$ cat config.mk
export PLATFORM = sky130hd
export DESIGN_NAME = if_weight_loader
export DESIGN_NICKNAME = d
export VERILOG_FILES = /design/src/rtl/snn_mem_pkg.sv /design/src/rtl/weight_index_counter.sv /design/src/rtl/if_weight_loader.sv
export SDC_FILE = /design/constraint.sdc
export NUM_CORES = 1
export LEC_CHECK = 0
export ABC_AREA = 1
export BUFFER_PORTS_ARGS = -buffer_cell sky130_fd_sc_hd__buf_2
export CORE_MARGIN = 4
export CORE_UTILIZATION = 59
export CTS_CLUSTER_SIZE = 25
export DETAILED_ROUTE_END_ITERATION = 6
export PLACE_DENSITY_LB_ADDON = 0.25
export SYNTH_ARGS = -nofsm -noshare
export SYNTH_HDL_FRONTEND = slang
export SYNTH_SLANG_ARGS = --single-unit
$ cat constraint.sdc
create_clock -name clk -period 2.1 [get_ports clk]
set_input_delay 0.315 -clock clk [delete_from_list [all_inputs] [get_ports clk]]
set_output_delay 0.315 -clock clk [all_outputs]
set_load 0.01 [all_outputs]
$ cat src/rtl/snn_mem_pkg.sv
// Shared types and address packing for the IF network weight-memory port.
package snn_mem_pkg;

  localparam int LAYER_ADDR_W  = 32;
  localparam int NEURON_ADDR_W = 28;
  localparam int WEIGHT_ADDR_W = 10;
  localparam int LAYER_FIELD_W  = LAYER_ADDR_W - NEURON_ADDR_W;
  localparam int NEURON_FIELD_W = NEURON_ADDR_W - WEIGHT_ADDR_W;

  typedef enum logic [2:0] {
    S_IDLE,
    S_WRITE,
    S_VERIFY,
    S_DRAIN,
    S_FINISH
  } loader_state_t;

  function automatic logic [LAYER_ADDR_W-1:0] pack_weight_addr(
    input logic [LAYER_FIELD_W-1:0]  layer,
    input logic [NEURON_FIELD_W-1:0] neuron,
    input logic [WEIGHT_ADDR_W-1:0]  weight
  );
    return {layer, neuron, weight};
  endfunction

endpackage

$ cat src/rtl/weight_index_counter.sv
// Nested weight/neuron index counter; wraps to 0/0 after the last entry.
module weight_index_counter #(
  parameter int NUM_NEURONS = 1,
  parameter int NUM_WEIGHTS = 5,
  parameter int NIW = 1,
  parameter int WIW = 3
) (
  input  logic           clk,
  input  logic           rst,
  input  logic           clr,
  input  logic           inc,
  output logic [NIW-1:0] neuron_idx,
  output logic [WIW-1:0] weight_idx,
  output logic           last
);

  localparam logic [NIW-1:0] LAST_N = NIW'(NUM_NEURONS - 1);
  localparam logic [WIW-1:0] LAST_W = WIW'(NUM_WEIGHTS - 1);

  assign last = (neuron_idx == LAST_N) && (weight_idx == LAST_W);

  always_ff @(posedge clk or negedge rst) begin
    if (!rst) begin
      neuron_idx <= '0;
      weight_idx <= '0;
    end else if (clr) begin
      neuron_idx <= '0;
      weight_idx <= '0;
    end else if (inc) begin
      if (weight_idx == LAST_W) begin
        weight_idx <= '0;
        neuron_idx <= (neuron_idx == LAST_N) ? '0 : neuron_idx + 1'b1;
      end else begin
        weight_idx <= weight_idx + 1'b1;
      end
    end
  end

endmodule

$ cat src/rtl/if_weight_loader.sv
// Streams one layer's weight table into the IF network memory and optionally
// reads it back, comparing write and readback checksums.
module if_weight_loader
  import snn_mem_pkg::*;
#(
  parameter int WEIGHT_SIZE       = 32,
  parameter int LAYER_ADDR_WIDTH  = LAYER_ADDR_W,
  parameter int NEURON_ADDR_WIDTH = NEURON_ADDR_W,
  parameter int WEIGHT_ADDR_WIDTH = WEIGHT_ADDR_W,
  parameter int NUM_NEURONS       = 1,
  parameter int NUM_WEIGHTS       = 5,
  parameter int RD_LATENCY        = 1
) (
  input  logic                                          clk,
  input  logic                                          rst,
  input  logic                                          start,
  input  logic                                          verify_en,
  input  logic [LAYER_ADDR_WIDTH-NEURON_ADDR_WIDTH-1:0] layer_sel,
  input  logic                                          w_valid,
  input  logic [WEIGHT_SIZE-1:0]                        w_data,
  output logic                                          w_ready,
  output logic [LAYER_ADDR_WIDTH-1:0]                   mem_addr,
  output logic [WEIGHT_SIZE-1:0]                        mem_din,
  output logic                                          mem_wen,
  input  logic [WEIGHT_SIZE-1:0]                        mem_dout,
  output logic                                          busy,
  output logic                                          done,
  output logic                                          error
);

  localparam int LW  = LAYER_ADDR_WIDTH - NEURON_ADDR_WIDTH;
  localparam int NFW = NEURON_ADDR_WIDTH - WEIGHT_ADDR_WIDTH;
  localparam int NIW = (NUM_NEURONS > 1) ? $clog2(NUM_NEURONS) : 1;
  localparam int WIW = (NUM_WEIGHTS > 1) ? $clog2(NUM_WEIGHTS) : 1;

  loader_state_t state, next_state;

  logic [LW-1:0]          layer_q;
  logic                   verify_en_q;
  logic [WEIGHT_SIZE-1:0] wsum, rsum;
  logic [RD_LATENCY:0]    vld_pipe;
  logic [NIW-1:0]         neuron_idx;
  logic [WIW-1:0]         weight_idx;
  logic                   idx_last, cnt_clr, cnt_inc, hs;
  logic [LAYER_ADDR_WIDTH-1:0] addr_cur;

  weight_index_counter #(
    .NUM_NEURONS(NUM_NEURONS),
    .NUM_WEIGHTS(NUM_WEIGHTS),
    .NIW(NIW),
    .WIW(WIW)
  ) u_idx (
    .clk(clk),
    .rst(rst),
    .clr(cnt_clr),
    .inc(cnt_inc),
    .neuron_idx(neuron_idx),
    .weight_idx(weight_idx),
    .last(idx_last)
  );

  assign addr_cur = LAYER_ADDR_WIDTH'(pack_weight_addr(layer_q, NFW'(neuron_idx),
                                                       WEIGHT_ADDR_WIDTH'(weight_idx)));

  always_ff @(posedge clk or negedge rst) begin
    if (!rst) state <= S_IDLE;
    else      state <= next_state;
  end

  always_comb begin
    next_state = state;
    hs         = 1'b0;
    cnt_clr    = 1'b0;
    cnt_inc    = 1'b0;
    case (state)
      S_IDLE: begin
        if (start) begin
          cnt_clr    = 1'b1;
          next_state = S_WRITE;
        end
      end
      S_WRITE: begin
        hs = w_valid & w_ready;
        if (hs) begin
          cnt_inc = 1'b1;
          if (idx_last) next_state = verify_en_q ? S_VERIFY : S_FINISH;
        end
      end
      S_VERIFY: begin
        cnt_inc = 1'b1;
        if (idx_last) next_state = S_DRAIN;
      end
      // the oldest tag is consumed on this edge, so only younger ones hold us here
      S_DRAIN: begin
        if (vld_pipe[RD_LATENCY-1:0] == '0) next_state = S_FINISH;
      end
      S_FINISH: next_state = S_IDLE;
      default:  next_state = S_IDLE;
    endcase
  end

  always_ff @(posedge clk or negedge rst) begin
    if (!rst) begin
      w_ready     <= 1'b0;
      mem_addr    <= '0;
      mem_din     <= '0;
      mem_wen     <= 1'b0;
      busy        <= 1'b0;
      done        <= 1'b0;
      error       <= 1'b0;
      layer_q     <= '0;
      verify_en_q <= 1'b0;
      wsum        <= '0;
      rsum        <= '0;
      vld_pipe    <= '0;
    end else begin
      mem_wen  <= hs;
      w_ready  <= (next_state == S_WRITE);
      busy     <= (next_state != S_IDLE);
      done     <= (state == S_FINISH);
      vld_pipe <= {vld_pipe[RD_LATENCY-1:0], state == S_VERIFY};
      if (hs) begin
        mem_din  <= w_data;
        mem_addr <= addr_cur;
        wsum     <= wsum + w_data;
      end
      if (state == S_VERIFY) mem_addr <= addr_cur;
      if (vld_pipe[RD_LATENCY]) rsum <= rsum + mem_dout;
      if (state == S_FINISH) error <= verify_en_q && (rsum != wsum);
      if (state == S_IDLE && start) begin
        layer_q     <= layer_sel;
        verify_en_q <= verify_en;
        wsum        <= '0;
        rsum        <= '0;
        error       <= 1'b0;
      end
    end
  end

endmodule
==> impl_metrics.yaml, run 1 <==
yosys:
  yosysWarnings: 0
  synth-async-reset-ratio_pct: 100
  synth.distinct_cells: 33
  synth-edff-count: 0
  avgSynthCellArea_um2: 6.21
  synthFlopType: "dfrtp_1"
  seq_area_frac_synth_pct: 31.0
  synth-seq-cells: 121
  synth_cells: 1571
  netlist_area_um2: 9760
cts:
  cts_tree: "done"
  numCtsBuffers: 17
  clock_path_buffers: 2
  cts.sink_count: 121
  clk_pin_slew_worst_paths_ns: 0.06
  root_buffer: "clkbuf_16"
  clkLatencyLatePin_ns: 0.43
  h-tree-depth: 4
sta:
  worstMarginPinSlew_ns: 0.816
  hold_ws_ns: 0.0757
  max_slew_margin_pct: 45.6
  finalSetupViolCount: 0
  final.setup.tns_ns: 0
  hold_viol_final: 0
  setup_ws_ns: 0.0939
  fmax_mhz: 498
  rsz0062_at_grt: "yes"
  final.period_utilization_pct: 95.5
  skew_ns: 0.0121
  final-max-slew-violation-count: 0
  fin_crit_ns: 2.01
final_layout:
  fin_util_pct: 72.2
  drive_above_1_share_pct: 13.9
  fin_cells: 1954
  fill_cells: 1393
  nNetsFinal: 1864
  design_area_um2: 11600
  num_antenna_cells: 0
  layout-area-overhead-vs-synth_pct: 18.8
  multiInputGateArea_um2: 5830
  regArea_um2: 3030
worst_setup_path:
  cp.required_ns: 2.42
  arrival_ns: 2.32
  critPathLaunchType: "register"
  cp_cell_sequence: "ha_1, nand3_1, nand3_2, nand2_1, nand2_1, nand2_1, nand2_1, nand2_1, nand3_1, nand3_1, nand2_1"
  cp_slowest_cell: "dfrtp_1"
  path_class: "reg2reg"
  end_kind: "register"
  cp_max_fo: 5
  max_stage_delay_ns: 0.45
  critPathMostFrequentCell: "nand2_1"
place:
  place_ws_ns: -0.0000124
  postPlaceCellArea_um2: 10700
  place.gp.congestion: 0.998
  numPortBuffers: 116
  hpwl_mm: 21.4
  dp.cells: 1918
global_route:
  grtUsageTotal_pct: 30.7
  grt_pass1_wl_mm: 45.2
  grt_pass1_vias: 9571
  grt_remaining_overflow: 0
  antenna_found_initial: 0
  grt_start_max_net_pins: 47
run_status:
  status: "finished, final reports clean"
floorplan:
  num_io_pins: 142
  die_y_um: 137
  initial_utilization_pct: 60.8
  die_area_um2: 18700
  core_area_um2: 16100
  fp-row-count: 46
  dieWidth_um: 137
power_and_ir_drop:
  power_leakage_nw: 7.03
  peakVddDrop_mv: 0.676
  power.density_nw_per_um2: 1140
  p_total_mw: 13.2
drt:
  dr_total_vias: 10100
  remaining_drc_errors: 0
  viasPerCell: 5.16
  drtIter0Drc: 723
  wl_per_cell_um: 14.4
  firstDrtPassIters: 6
  drtAntennaViolNets: 0
  wl_mm: 28.2
job:
  drv_cap: 0
min_path:
  hp-class: "in2reg"
==> synth_stat cells, types with 3 or more instances <==
cell type | number | area, um2
nand3_1 | 84 | 420
xnor2_1 | 14 | 123
xor2_1 | 18 | 158
dfrtp_1 | 121 | 3030
and2_1 | 4 | 25.0
buf_4 | 28 | 210
o21ai_0 | 41 | 205
or2_2 | 3 | 18.8
o21ai_1 | 4 | 20.0
o22ai_1 | 4 | 25.0
nor3_1 | 21 | 105
inv_2 | 7 | 26.3
buf_2 | 6 | 30.0
a22o_1 | 4 | 35.0
ha_1 | 64 | 801
clkbuf_1 | 6 | 22.5
inv_1 | 251 | 942
nand4_1 | 9 | 56.3
nor2_1 | 90 | 338
a21oi_1 | 62 | 310
o21bai_1 | 6 | 45.0
nand2_1 | 707 | 2650
==> layout by cell type, fill, tap and decap left out, drive strengths merged, types with 2 or more instances in the layout <==
cell type,synthesis,routed
dfrtp,121,121
a21o,2,2
conb,1,25
nor2,92,92
xor2,18,18
xnor2,14,14
inv,258,260
a31oi,2,2
a22o,4,4
o21bai,6,6
and2,4,4
buf,36,152
bufinv,0,3
o21ai,45,45
fa,2,2
ha,64,64
o22ai,4,4
nand2,709,709
clkinv,0,5
nand4,9,9
a21oi,62,62
or2,3,3
nor3,21,21
clkbuf,6,19
clkinvlp,0,3
nand3,85,85
==> cells by family (layout without fill, tap and decap cells) <==
kind of cell             Yosys count  in the layout  share of synthesized area (%)
AND/OR/NAND/NOR                  923            923                           37.5
adder cells (fa/ha/maj)           66             66                           8.61
AO/OA/AOI/OAI                    128            128                           7.11
flip-flops                       121            121                           31.0
other                              1             25                         0.0384
XOR/XNOR                          32             32                           2.87
buffers and inverters            300            443                           12.8
==> worst max-delay path: cells and delay by family (launching register included) <==
family        cells  cell delay [ns]
flops             1             0.45
simple gates     10             1.10
fa+ha+maj         1             0.34
==> metal layers <==
layer  up-vias  wire (um)  track usage (%)
met1      4553      12400             41.5
li1       5085          -                -
met3        66       2030             4.89
met2       370      13100             49.8
met5         -          0                0
met4         0        716             11.2
==> area by class of cell <==
class	instances	area share, %
Multi-Input combinational cell	1174	50.3
Sequential cell	121	26.1
Inverter	258	8.35
Timing Repair Buffer	153	7.66
Clock buffer	19	3.82
Tap cell	216	2.33
Clock inverter	13	1.47
==> worst paths after layout <==
path	start	endpoint	slack [ns]	cells past startpoint
setup reg to reg	rsum[1]	rsum[31]	0.09	11
min in group asynchronous	rst	mem_din[4]	0.34	2
hold / removal	layer_sel[0]	layer_q[0]	0.08	3
hold reg to reg	vld_pipe[0]	vld_pipe[1]	0.41	0
setup / recovery	rsum[1]	rsum[31]	0.09	11
max in group asynchronous	rst	wsum[18]	1.10	3
==> flip-flops by register name (all words and copies together), names as in the netlist <==
signal	flops
mem_wen	1
layer_q	4
mem_din	32
state	3
verify_en_q	1
rsum	32
vld_pipe	2
w_ready	1
error	1
done	1
wsum	32
u_idx.weight_idx	3
mem_addr	7
busy	1
==> timing repair <==
| item | CTS | global route |
|---|---|---|
| resized for setup | 0 | 47 |
| endpoints found under the setup margin | 0 | 34 |
| hold buffers | 1 | 0 |
| hold endpoints to repair | 22 | 0 |
| setup buffers | 0 | 3 |
==> power breakdown <==
group	total [mW]	internal, mW	leakage (nW)	switching (mW)
combinational	6.40	2.38	5.17	4.02
clock	3.11	1.91	0.290	1.20
sequential	3.74	3.11	1.58	0.637
total	13.2	7.40	7.03	5.85
No activity file was read; power rests on OpenSTA's default activity.
==> run 2: changes to the inputs <==
==> constraint.sdc (replaced) <==
create_clock -name clk -period 2.3 [get_ports clk]
set_input_delay 0.345 -clock clk [delete_from_list [all_inputs] [get_ports clk]]
set_output_delay 0.345 -clock clk [all_outputs]
set_load 0.01 [all_outputs]
==> impl_metrics.yaml, run 2 (synthesized netlist as in run 1, its figures left out) <==
run_status:
  status: "finished, final reports clean"
cts:
  clock_path_buffers: 2
  clkLatencyLatePin_ns: 0.43
  h-tree-depth: 4
  cts_setup_buffers: 0
  root_buffer: "clkbuf_16"
  cts.sink_count: 121
  clk_pin_slew_worst_paths_ns: 0.06
  cts_tree: "done"
  numCtsBuffers: 17
worst_setup_path:
  r2r_cells: 10
  cp_max_fo: 4
  reg2reg_setup_slack_ns: 0.17
  cp.required_ns: 2.60
  arrival_ns: 2.42
  critPathMostFrequentCell: "nand2_1"
  end_kind: "register"
  crit_cells: 10
  cp_slowest_cell: "fa_1"
  cp_top_family: "adder cells"
  cp_cell_sequence: "ha_1, fa_1, nand3_1, nand3_1, nand2_1, nand2_1, nand2_1, nand2_1, o21ai_0, o21ai_0"
  max_stage_delay_ns: 0.44
  path_class: "reg2reg"
  worst-path-buf-inv: 0
  critPathLaunchType: "register"
floorplan:
  dieWidth_um: 137
  die_area_um2: 18700
  core_area_um2: 16100
  num_io_pins: 142
  fp-row-count: 46
  die_y_um: 137
  initial_utilization_pct: 60.8
power_and_ir_drop:
  power_leakage_nw: 6.90
  peakVddDrop_mv: 0.626
  power.density_nw_per_um2: 1060
  p_total_mw: 11.8
drt:
  remaining_drc_errors: 0
  dr_total_vias: 10000
  firstDrtPassIters: 5
  wl_mm: 27.4
  drtIter0Drc: 964
  wl_per_cell_um: 14.2
  drtAntennaViolNets: 0
  viasPerCell: 5.19
sta:
  finalSetupViolCount: 0
  final.period_utilization_pct: 92.5
  hold_viol_final: 0
  final-max-slew-violation-count: 0
  setup_ws_ns: 0.173
  max_slew_margin_pct: 45.7
  hold_ws_ns: 0.114
  final.setup.tns_ns: 0
  fmax_mhz: 470
  skew_ns: 0.0106
  fin_crit_ns: 2.13
  worstMarginPinSlew_ns: 0.815
  rsz0062_at_grt: "no"
final_layout:
  fill_cells: 1462
  layout-area-overhead-vs-synth_pct: 14.2
  nNetsFinal: 1839
  drive_above_1_share_pct: 10.3
  regArea_um2: 3030
  reg.largest.list: "mem_din (32), rsum (32), wsum (32)"
  mostFrequentLayoutCells: "nand2_1, inv_1, dfrtp_1, buf_2, nor2_1"
  multiInputGateArea_um2: 5580
  num_antenna_cells: 0
  fin_cells: 1929
  design_area_um2: 11200
  fin_util_pct: 69.4
  final_common_cell: "nand2_1"
global_route:
  grtUsageTotal_pct: 29.9
  grt_start_max_net_pins: 47
  grt_pass1_vias: 9254
  antenna_found_initial: 0
  grt_remaining_overflow: 0
  grt_pass1_wl_mm: 44.1
place:
  dp.cells: 1896
  postPlaceCellArea_um2: 10500
  numPortBuffers: 116
  place_ws_ns: 0.162
  place.gp.congestion: 0.961
  hpwl_mm: 21.4
min_path:
  hp-class: "in2reg"
  min_path_cells: 3
job:
  drv_cap: 0
-- run 2: cell types whose count changed in the layout (fill, tap and decap cells not counted), moves of 3 or more --
cell / delta
buf_4: -24
ha_1: +21
ha_2: -8
ha_4: -13
inv_6: +3
nand2_1: +7
nand2_2: -7
nand3_1: +5
nand3_2: -5
nor2_1: +4
nor2_2: -4
-- run 2: repair_timing --
item                                   in CTS  in global routing
gates resized for setup                     0                  3
endpoints found under the hold margin      39                  0
hold buffers                                1                  0
setup endpoints to repair                   0                  3
-- run 2: worst paths after layout --
path	start	to
max	wsum[0]	wsum[16]
max reg2reg	wsum[0]	wsum[16]
min in group asynchronous	rst	mem_din[31]
min	layer_sel[3]	layer_q[3]
max in group asynchronous	rst	rsum[18]
min reg2reg	vld_pipe[0]	vld_pipe[1]
-- run 2: area by class of cell --
cell class | count | area share [%]
well taps | 216 | 2.42
multi-input cells | 1174 | 50.0
inverters | 258 | 8.68
clock inverters | 15 | 1.72
flip-flops and latches | 121 | 27.2
clock buffers | 17 | 3.82
repair buffers | 128 | 6.17
-- run 2: layer usage --
metal	global-route usage (%)	vias up	share of wire (%)
li1	-	5038	-
met3	4.45	63	7.2
met5	0	-	0
met1	40.0	4529	44
met2	49.4	387	46
met4	10.6	0	2.7
-- run 2: power breakdown --
part | internal [mW] | switching, mW | total [mW]
Clock | 1.73 | 1.11 | 2.84
Sequential | 2.84 | 0.622 | 3.46
Combinational | 1.92 | 3.56 | 5.48
-- run 2: tightest hold or removal path, stage by stage --
cell and delay, ns:
buf_2 0.07, nand2_1 0.04, nand2_1 0.05
==> run 3: changes to the inputs <==
--- a/config.mk
+++ b/config.mk
@@ -5,10 +5,9 @@
 export SDC_FILE = /design/constraint.sdc
 export NUM_CORES = 1
 export LEC_CHECK = 0
-export ABC_AREA = 1
 export BUFFER_PORTS_ARGS = -buffer_cell sky130_fd_sc_hd__buf_2
 export CORE_MARGIN = 4
-export CORE_UTILIZATION = 59
+export CORE_UTILIZATION = 58
 export CTS_CLUSTER_SIZE = 25
 export DETAILED_ROUTE_END_ITERATION = 6
 export PLACE_DENSITY_LB_ADDON = 0.25
==> impl_metrics.yaml, run 3 <==
run_status:
  status: "finished, violations left"
  violations: "negative setup slack"
sta:
  finalSetupViolCount: 45
  fmax_mhz: 338
  hold_viol_final: 0
  max_slew_margin_pct: 52.9
  worstMarginPinSlew_ns: 0.698
  setup_ws_ns: -0.659
  fin_crit_ns: 2.96
  final.setup.tns_ns: -11.70
  rsz0062_at_grt: "yes"
  final-max-slew-violation-count: 0
  final.period_utilization_pct: 129
  skew_ns: 0.0163
worst_setup_path:
  cp_top_family: "compound AO/OA/AOI/OAI gates"
  cp_slowest_cell: "dfrtp_1"
  cp_cell_sequence: "ha_2, fa_2, a21o_1, a31o_1, a311o_1, a211o_1, buf_6, a21boi_4, xnor2_1, mux2i_1, nor2_1"
  cp.required_ns: 2.60
  r2r_end: "rsum[20]"
  end_kind: "register"
  path_class: "reg2reg"
  reg2reg_setup_slack_ns: -0.66
  r2r_cells: 11
  cp_max_fo: 4
  max_stage_delay_ns: 0.39
  critPathLaunchType: "register"
  r2r_start: "rsum[0]"
  worst-path-buf-inv: 1
  arrival_ns: 3.26
final_layout:
  layout-area-overhead-vs-synth_pct: 43.0
  fin_util_pct: 84.7
  fin_cells: 1499
  final_common_cell: "buf_4"
  num_antenna_cells: 0
  reg.largest.list: "mem_din (32), rsum (32), wsum (32)"
  drive_above_1_share_pct: 37.3
  mostFrequentLayoutCells: "buf_4, nand2_1, dfrtp_1, buf_2, nor2_1"
  nNetsFinal: 1442
drt:
  drtIter0Drc: 1038
  viasPerCell: 6.37
  drtAntennaViolNets: 0
  remaining_drc_errors: 0
  wl_mm: 31.9
  dr_total_vias: 9554
  wl_per_cell_um: 21.3
  firstDrtPassIters: 6
yosys:
  yosysWarnings: 0
  synthTopCellsByArea: "dfrtp_1, ha_1, nand2_1"
  synth.distinct_cells: 79
  synth-async-reset-ratio_pct: 100
  netlist.area_leader.share_pct: 35.2
  seq_area_frac_synth_pct: 35.2
  netlist_area_um2: 8610
  synth.largest_area_cell: "dfrtp_1"
  avgSynthCellArea_um2: 8.64
  synth_common_cells: "nand2_1, dfrtp_1, nor2_1"
  synth.most_common_cell: "nand2_1"
  synthFlopType: "dfrtp_1"
  synth-seq-cells: 121
  synth_cells: 996
  synth-edff-count: 0
place:
  place.gp.congestion: 0.937
  hpwl_mm: 18.6
  dp.cells: 1434
  numPortBuffers: 116
  place_ws_ns: -0.602
cts:
  root_buffer: "clkbuf_16"
  clk_pin_slew_worst_paths_ns: 0.07
  h-tree-depth: 4
  clkLatencyLatePin_ns: 0.44
  cts_tree: "done"
  numCtsBuffers: 17
  cts.sink_count: 121
  clock_path_buffers: 2
global_route:
  grtUsageTotal_pct: 33.0
  grt_pass1_wl_mm: 44.0
  grt_start_max_net_pins: 56
  antenna_found_initial: 0
  grt_remaining_overflow: 0
  grt_pass1_vias: 9046
min_path:
  hp-class: "in2reg"
  min_to: "layer_q[0]"
  min_path_cells: 3
  worstHoldStart: "layer_sel[0]"
job:
  drv_cap: 0
power_and_ir_drop:
  peakVddDrop_mv: 0.991
  p_total_mw: 18.7
  power.density_nw_per_um2: 1520
  power_leakage_nw: 6.19
floorplan:
  core_area_um2: 14500
  num_io_pins: 142
  die_y_um: 130
  initial_utilization_pct: 59.2
  fp-row-count: 44
  die_area_um2: 16900
  dieWidth_um: 130
run 3: cell types whose count changed in the layout (fill, tap and decap cells not counted), moves of 29 or more:
cell,delta
nand2_1,-534
inv_1,-230
buf_4,+182
nand3_1,-66
xor2_1,+34
nor2_1,-29
run 3: cell type report:
| class | count | area (um2) |
|---|---|---|
| well taps | 184 | 230 |
| inverters | 22 | 82.6 |
| repair buffers | 331 | 2300 |
| multi-input cells | 810 | 6090 |
| fillers | 778 | 2220 |
| clock buffers | 21 | 460 |
| flip-flops and latches | 121 | 3030 |
| clock inverters | 10 | 125 |
run 3: stage by stage:
stage,hold WS [ns],area [um2]
floorplan,0.0494,8960
global placement,0.339,10800
detailed placement,0.333,10800
CTS,0.107,11900
global route,0.117,12300
finish,0.110,12300
run 3: what timing repair did:
action,4_1_cts,5_1_grt
resized for setup,76,81
hold endpoints to repair,32,0
pin swaps,54,75
hold buffers,1,0
buffers inserted,22,20
setup endpoints to repair,39,49
run 3: worst max-delay path by stage:
stage | startpoint | endpoint | slack (ns) | cells after the start
floorplan | rsum[0] | rsum[24] | -0.38 | 10
global placement | mem_dout[0] | rsum[24] | -0.52 | 11
detailed placement | mem_dout[0] | rsum[24] | -0.60 | 11
CTS | wsum[0] | wsum[28] | -0.42 | 10
global route | rsum[0] | rsum[20] | -0.67 | 11
finish | rsum[0] | rsum[20] | -0.66 | 11
run 3: kinds of logic after synthesis:
family / Yosys count / synth area share, %
multiplexers: 26 / 3.10
flip-flops: 121 / 35.2
XOR/XNOR: 75 / 7.63
adder cells (fa/ha/maj): 66 / 9.77
AO/OA/AOI/OAI: 250 / 19.7
buffers and inverters: 89 / 5.03
AND/OR/NAND/NOR: 368 / 19.6
other: 1 / 0.0436
run 3: per-layer routing:
layer | routed length [um] | track usage (%) | part of all wire [%]
met5 | 0 | 0 | 0
met4 | 2420 | 17.7 | 7.6
met3 | 2570 | 6.34 | 8.1
met2 | 15400 | 57.7 | 48
met1 | 11500 | 38.3 | 36
run 3: tightest hold or removal path: stages:
cell and delay (ns):
buf_2 0.08, nand2_1 0.04, nand2_1 0.04
run 3: power by group:
part	internal (mW)	leakage (nW)	switching (mW)	total [mW]
sequential	3.07	1.55	0.802	3.87
combinational	5.61	4.35	6.52	12.1
clock	1.74	0.296	0.993	2.73
